[src/rtl/alu_cmd_sequencer_pkg.sv]
// Shared definitions for the ALU command sequencer: opcode encodings,
// command field widths and small decode helpers.
package alu_cmd_sequencer_pkg;

    // Opcode field width and encodings understood by the downstream ALU.
    localparam int OPW = 3;

    localparam logic [OPW-1:0] OP_ADD  = 3'b000;
    localparam logic [OPW-1:0] OP_SUB  = 3'b001;
    localparam logic [OPW-1:0] OP_MUL  = 3'b010;
    localparam logic [OPW-1:0] OP_DIV  = 3'b011;
    localparam logic [OPW-1:0] OP_MOD  = 3'b100;
    localparam logic [OPW-1:0] OP_XOR  = 3'b101;
    localparam logic [OPW-1:0] OP_NOT  = 3'b110;
    localparam logic [OPW-1:0] OP_LAND = 3'b111;

    // A stored command is {opcode, a, b, tag}; this gives its packed width.
    function automatic int cmd_width(input int dw, input int tagw);
        return OPW + 2 * dw + tagw;
    endfunction

    // Opcodes whose result is undefined when the divisor is zero.
    function automatic logic is_div_op(input logic [OPW-1:0] op);
        return (op == OP_DIV) || (op == OP_MOD);
    endfunction

endpackage

[src/rtl/alu_cmd_fifo.sv]
// Synchronous FIFO with a combinational head-of-queue view. Push is ignored
// when full and pop is ignored when empty, so callers may drive them freely.
module alu_cmd_fifo #(
    parameter int DEPTH = 4,
    parameter int WIDTH = 8
) (
    input  logic             clk,
    input  logic             rst,
    input  logic             push,
    input  logic             pop,
    input  logic [WIDTH-1:0] wr_data,
    output logic             full,
    output logic             empty,
    output logic [WIDTH-1:0] head
);

    localparam int AW = $clog2(DEPTH);
    localparam int CW = AW + 1;

    logic [WIDTH-1:0] mem_q [DEPTH];
    logic [AW-1:0]    wr_ptr_q;
    logic [AW-1:0]    rd_ptr_q;
    logic [CW-1:0]    count_q;
    logic [CW-1:0]    count_d;
    logic             push_ok;
    logic             pop_ok;

    assign full    = (count_q == CW'(DEPTH));
    assign empty   = (count_q == '0);
    assign push_ok = push && !full;
    assign pop_ok  = pop && !empty;

    // The head must be visible in the same cycle it becomes valid, so the
    // storage is read asynchronously at the read pointer.
    assign head = mem_q[rd_ptr_q];

    // Occupancy update: a simultaneous push and pop leaves the count unchanged.
    always_comb begin
        count_d = count_q;
        case ({push_ok, pop_ok})
            2'b10:   count_d = count_q + CW'(1);
            2'b01:   count_d = count_q - CW'(1);
            default: count_d = count_q;
        endcase
    end

    // Storage write; entries need no reset since occupancy tracks validity.
    always_ff @(posedge clk) begin
        if (push_ok) begin
            mem_q[wr_ptr_q] <= wr_data;
        end
    end

    // Pointers wrap naturally at DEPTH (power of two); reset empties the queue.
    always_ff @(posedge clk) begin
        if (rst) begin
            wr_ptr_q <= '0;
            rd_ptr_q <= '0;
            count_q  <= '0;
        end else begin
            if (push_ok) begin
                wr_ptr_q <= wr_ptr_q + AW'(1);
            end
            if (pop_ok) begin
                rd_ptr_q <= rd_ptr_q + AW'(1);
            end
            count_q <= count_d;
        end
    end

endmodule

[src/rtl/alu_cmd_sequencer.sv]
// Issue stage for the 4-bit combinational ALU: queues tagged commands, presents
// the oldest one to the ALU, and captures the result (or a divide-by-zero
// error) in a valid/ready output register.
module alu_cmd_sequencer
    import alu_cmd_sequencer_pkg::*;
#(
    parameter int DEPTH = 4,
    parameter int DW    = 4,
    parameter int TAGW  = 4
) (
    input  logic            clk,
    input  logic            rst,
    input  logic            in_valid,
    output logic            in_ready,
    input  logic [2:0]      in_opcode,
    input  logic [DW-1:0]   in_a,
    input  logic [DW-1:0]   in_b,
    output logic [2:0]      alu_opcode,
    output logic [DW-1:0]   alu_a,
    output logic [DW-1:0]   alu_b,
    input  logic [DW-1:0]   alu_x,
    output logic            out_valid,
    input  logic            out_ready,
    output logic [DW-1:0]   out_x,
    output logic [TAGW-1:0] out_tag,
    output logic            out_err,
    output logic            busy
);

    localparam int CW = cmd_width(DW, TAGW);

    logic [CW-1:0]   wr_data;
    logic [CW-1:0]   head;
    logic            fifo_full;
    logic            fifo_empty;
    logic            push;
    logic            pop;

    logic [OPW-1:0]  head_op;
    logic [DW-1:0]   head_a;
    logic [DW-1:0]   head_b;
    logic [TAGW-1:0] head_tag;
    logic            zero_div;

    logic [TAGW-1:0] tag_q;
    logic            out_valid_q;
    logic [DW-1:0]   out_x_q;
    logic [TAGW-1:0] out_tag_q;
    logic            out_err_q;

    // Acceptance depends only on occupancy; a full queue never accepts, even
    // when the head leaves in the same cycle.
    assign in_ready = !fifo_full;
    assign push     = in_valid && in_ready;

    // The head moves into the output register whenever that register is free
    // or being drained this cycle.
    assign pop = !fifo_empty && (!out_valid_q || out_ready);

    assign wr_data = {in_opcode, in_a, in_b, tag_q};

    alu_cmd_fifo #(
        .DEPTH (DEPTH),
        .WIDTH (CW)
    ) u_fifo (
        .clk     (clk),
        .rst     (rst),
        .push    (push),
        .pop     (pop),
        .wr_data (wr_data),
        .full    (fifo_full),
        .empty   (fifo_empty),
        .head    (head)
    );

    assign head_op  = head[CW-1 -: OPW];
    assign head_a   = head[2*DW+TAGW-1 -: DW];
    assign head_b   = head[DW+TAGW-1 -: DW];
    assign head_tag = head[TAGW-1:0];

    // ALU inputs idle at zero when nothing is queued so the ALU sees no stale data.
    assign alu_opcode = fifo_empty ? '0 : head_op;
    assign alu_a      = fifo_empty ? '0 : head_a;
    assign alu_b      = fifo_empty ? '0 : head_b;

    // The ALU result for a/0 is undefined, so it is replaced before capture.
    assign zero_div = is_div_op(head_op) && (head_b == '0);

    assign out_valid = out_valid_q;
    assign out_x     = out_x_q;
    assign out_tag   = out_tag_q;
    assign out_err   = out_err_q;
    assign busy      = !fifo_empty || out_valid_q;

    // Sequence tag assigned to each accepted command; wraps at 2^TAGW.
    always_ff @(posedge clk) begin
        if (rst) begin
            tag_q <= '0;
        end else if (push) begin
            tag_q <= tag_q + TAGW'(1);
        end
    end

    // Output register: load on pop, clear valid when drained with nothing
    // behind it, otherwise hold (including under back-pressure).
    always_ff @(posedge clk) begin
        if (rst) begin
            out_valid_q <= 1'b0;
            out_x_q     <= '0;
            out_tag_q   <= '0;
            out_err_q   <= 1'b0;
        end else if (pop) begin
            out_valid_q <= 1'b1;
            out_tag_q   <= head_tag;
            if (zero_div) begin
                out_x_q   <= '1;
                out_err_q <= 1'b1;
            end else begin
                out_x_q   <= alu_x;
                out_err_q <= 1'b0;
            end
        end else if (out_valid_q && out_ready) begin
            out_valid_q <= 1'b0;
        end
    end

endmodule

[config.mk]
export PLATFORM = sky130hd
export DESIGN_NAME = alu_cmd_sequencer
export DESIGN_NICKNAME = d
export VERILOG_FILES = /design/src/rtl/alu_cmd_sequencer_pkg.sv /design/src/rtl/alu_cmd_fifo.sv /design/src/rtl/alu_cmd_sequencer.sv
export SDC_FILE = /design/constraint.sdc
export NUM_CORES = 1
export LEC_CHECK = 0
export CAP_MARGIN = 20
export CORE_MARGIN = 5
export CORE_UTILIZATION = 50
export CTS_CLUSTER_DIAMETER = 150
export DETAILED_ROUTE_END_ITERATION = 8
export PLACE_DENSITY = 0.81
export SLEW_MARGIN = 25
export SYNTH_ARGS = -nofsm -noshare
export SYNTH_HDL_FRONTEND = slang
export SYNTH_SLANG_ARGS = --single-unit
[constraint.sdc]
create_clock -name clk -period 2.9 [get_ports clk]
set_input_delay 0.29 -clock clk [delete_from_list [all_inputs] [get_ports clk]]
set_output_delay 0.29 -clock clk [all_outputs]
set_load 0.01 [all_outputs]
==> impl_metrics.csv <==
group,metric,value,unit
routing,drcViolationCount,0,
clocking,hold_buffers,0,
pwr,p_int,0.00265,W
timing,fmax,0.380,GHz
cells_and_area,drive_gt1_share,11.0,%
min_path,min_from,"out_err$_SDFFE_PP0P_",
timing,min_period,2.63,ns
clocking,cts_resized,0,
yosys,avgSynthCellArea,16.8,µm²
cells_and_area,fillers,431,
run_status,outcome,"complete, no violations",
global_route,grt_max_degree,23,
worst_setup_path,r2r-end,"u_fifo.count_q[2]$_SDFFE_PP0P_",
floorplanning,fp.dieH,91.4,µm
worst_setup_path,r2r_setup_slack,0.38,ns
timing,rsz0062_at_grt,"no",
yosys,synth_cell_types,29,
pwr,p_switching,0.00111,W
clocking,cts_buffers,9,
place,dpl.hpwl,3660,µm
clocking,cts_sinks,83,
yosys,synth_top_area_share,54.3,%
global_route,grtUsageTotal,14.3,%
routing,wire_per_inst,17.1,µm
global_route,gr-total-overflow,0,
routing,routed_via_density,5.37,
timing,tightestPinTransition,0.614,ns
floorplanning,fp.dieW,91.4,µm
pwr,p_sw_share,29.6,%
timing,hold_viol_final,0,
pwr,vdd_drop_max,0.682,mV
clocking,cts_tree,"yes",
timing,slew_headroom,59.0,%
clocking,clock-root-buffer,"clkbuf_8",
floorplanning,die_area,8360,µm²
routing,drt_wl_total,5680,µm
cells_and_area,nNetsFinal,275,
place,numPortBuffers,41,
timing,clock_skew,0.00761,ns
timing,slew_violations,0,
clocking,clk_latency,0.36,ns
global_route,grt_pass1_vias,1796,
pwr,leakage,1.45,nW
place,place_congestion,0.727,
worst_setup_path,critPathKind,"flop to primary output",
cells_and_area,finalNonFillerCells,331,
clocking,cts_buffer_depth,2,
min_path,hold_class,"flop to flop",
timing,fin_tns_setup,0,ns
pwr,seqPwrFrac,42.3,%
floorplanning,num_rows,29,
yosys,synth_largest_area_cell,"edfxtp_1",
routing,drtAntennaViolNets,0,
min_path,hold_depth,2,
timing,timing.final.crit_share,90.8,%
floorplanning,pin_count,42,
floorplanning,start_util,51.9,%
pwr,p_comb_share,33.8,%
worst_setup_path,worstRegToRegCells,8,
worst_setup_path,endpoint_kind,"primary output",
clocking,htreeDepth,3,
run,cap_viol_max_count,0,
cells_and_area,n_antenna_cell,0,
worst_setup_path,crit_fanout,7,
clocking,cts_setup_buffers,0,
routing,vias,1777,
floorplanning,core,6390,µm²
place,dp_cells,315,
yosys,synth_seq_cells,83,
cells_and_area,syn2layout_area_growth,22.3,%
worst_setup_path,cp-start-kind,"flop",
clocking,cts.clk_slew.worst_paths,0.08,ns
routing,drt_iter0_markers,94,
yosys,syn_area,3320,µm²
worst_setup_path,max_stage_delay,0.55,ns
yosys,synth-seq-area-share,68.2,%
global_route,antenna_found_initial,0,
worst_setup_path,rr_startpoint,"u_fifo.count_q[2]$_SDFFE_PP0P_",
pwr,p_clk_share,23.9,%
yosys,yosys-top-cells-area,"edfxtp_1, dfxtp_1, mux4_1",
yosys,synth.net_count,223,
global_route,grt_pass1_wl,9110,µm
worst_setup_path,critical_path.slowest_cell,"dfxtp_1",
yosys,syn-instance-count,197,
yosys,yosysWarnings,0,
worst_setup_path,crit_required,2.61,ns
timing,setup_viol,0,
min_path,whs_endpoint,"out_err$_SDFFE_PP0P_",
routing,drt_first_pass_iters,4,
worst_setup_path,cp.arrival,2.34,ns
worst_setup_path,crit_chain,"buf_4 -> mux4_2 -> nor2b_1 -> clkdlybuf4s50_1",
pwr,p_per_area,929,nW/µm²
[worst max-delay path by stage]
stage                                    from                             end  slack [ns]
5_1_grt                                  flop                        alu_a[0]        0.18
4_1_cts                                  flop                        alu_b[0]        0.25
3_3_place_gp   u_fifo.count_q[2]$_SDFFE_PP0P_  u_fifo.count_q[2]$_SDFFE_PP0P_        0.54
2_1_floorplan  u_fifo.count_q[0]$_SDFFE_PP0P_  u_fifo.count_q[2]$_SDFFE_PP0P_        0.48
6_report                                 flop                        alu_b[0]        0.27
3_5_place_dp   u_fifo.count_q[2]$_SDFFE_PP0P_  u_fifo.count_q[2]$_SDFFE_PP0P_        0.40
[power groups by stage]
stage,clock (W),combinational (W),sequential [W]
global route,0.000980,0.00139,0.00162
global placement,0,0.00127,0.00161
floorplan,0,0.000777,0.00159
CTS,0.000925,0.00129,0.00160
finish,0.000900,0.00127,0.00159
detailed placement,0,0.00129,0.00162
[cells in the mapped netlist]
cell and number:
a21oi_1 6, and3_1 5, and3b_1 2, buf_12 1
buf_2 1, buf_6 1, clkbuf_1 6, dfxtp_1 23
edfxtp_1 60, fa_1 1, ha_1 6, inv_1 7
mux2i_1 8, mux4_1 14, mux4_2 1, nand2_1 4
nand2b_1 2, nand3_1 4, nor2_1 14, nor2b_1 11
nor3_1 1, nor3b_1 1, nor4_2 1, o2111ai_2 1
o21ai_0 6, or3_1 1, or3b_2 1, xnor2_1 3
xor2_1 5
[metrics by stage]
stage	setup slack (ns)	area, µm²	hold slack [ns]	utilization (%)	power [W]
floorplan	0.482	3320	0.389	-	0.00237
global placement	0.537	3830	0.443	60.0	0.00288
detailed placement	0.400	3830	0.461	60.0	0.00291
CTS	0.254	4050	0.472	63.5	0.00382
global route	0.184	4050	0.522	63.5	0.00399
finish	0.265	4050	0.461	63.5	0.00377
[routing by layer]
metal | part of all wire (%) | vias to the layer above | global-route usage, %
met5 | 0 | - | 0
met4 | 1.5 | 0 | 5.50
met3 | 5.9 | 8 | 5.70
met2 | 51 | 46 | 23.1
met1 | 42 | 871 | 17.3
li1 | - | 852 | -
[state kept, by name, indices dropped and copies added (netlist names), named ones only]
signal           count
out_tag              4
out_valid            1
u_fifo.rd_ptr_q      2
tag_q                4
out_err              1
u_fifo.wr_ptr_q      2
u_fifo.count_q       3
u_fifo.mem_q        60
out_x                4
[cell type report]
type	count	area, µm²	share of cell area [%]
repair buffers	50	478	11.8
flip-flops and latches	83	2260	55.8
multi-input cells	98	968	23.9
clock buffers	9	124	3.06
inverters	7	26.3	0.648
well taps	77	96.3	2.38
clock inverters	7	98.8	2.44
[layout by cell type (no fill, tap or decap), drive strengths merged, types with 2 or more instances in the layout]
| master | count |
|---|---|
| a21oi | 6 |
| and3 | 5 |
| and3b | 2 |
| buf | 9 |
| bufinv | 2 |
| clkbuf | 9 |
| clkdlybuf4s50 | 41 |
| clkinv | 3 |
| dfxtp | 23 |
| edfxtp | 60 |
| ha | 6 |
| inv | 9 |
| mux2i | 8 |
| mux4 | 15 |
| nand2 | 4 |
| nand2b | 2 |
| nand3 | 4 |
| nor2 | 14 |
| nor2b | 11 |
| o21ai | 6 |
| xnor2 | 3 |
| xor2 | 5 |
[cell families after synthesis]
group / count (synthesis) / synth area share, %
flops: 83 / 68.2
simple gates: 47 / 7.77
mux: 23 / 14.2
buf+inv: 16 / 2.57
compound gates: 13 / 2.26
xor+xnor: 8 / 2.11
fa+ha+maj: 7 / 2.87
[critical path, delay by kind of cell (launching register included)]
kind                   cells  cell delay [ns]
DFF                        1             0.55
and+or+nand+nor            1             0.16
muxes                      1             0.55
buffers and inverters      2             0.72
(Power assumes the default switching activity.)
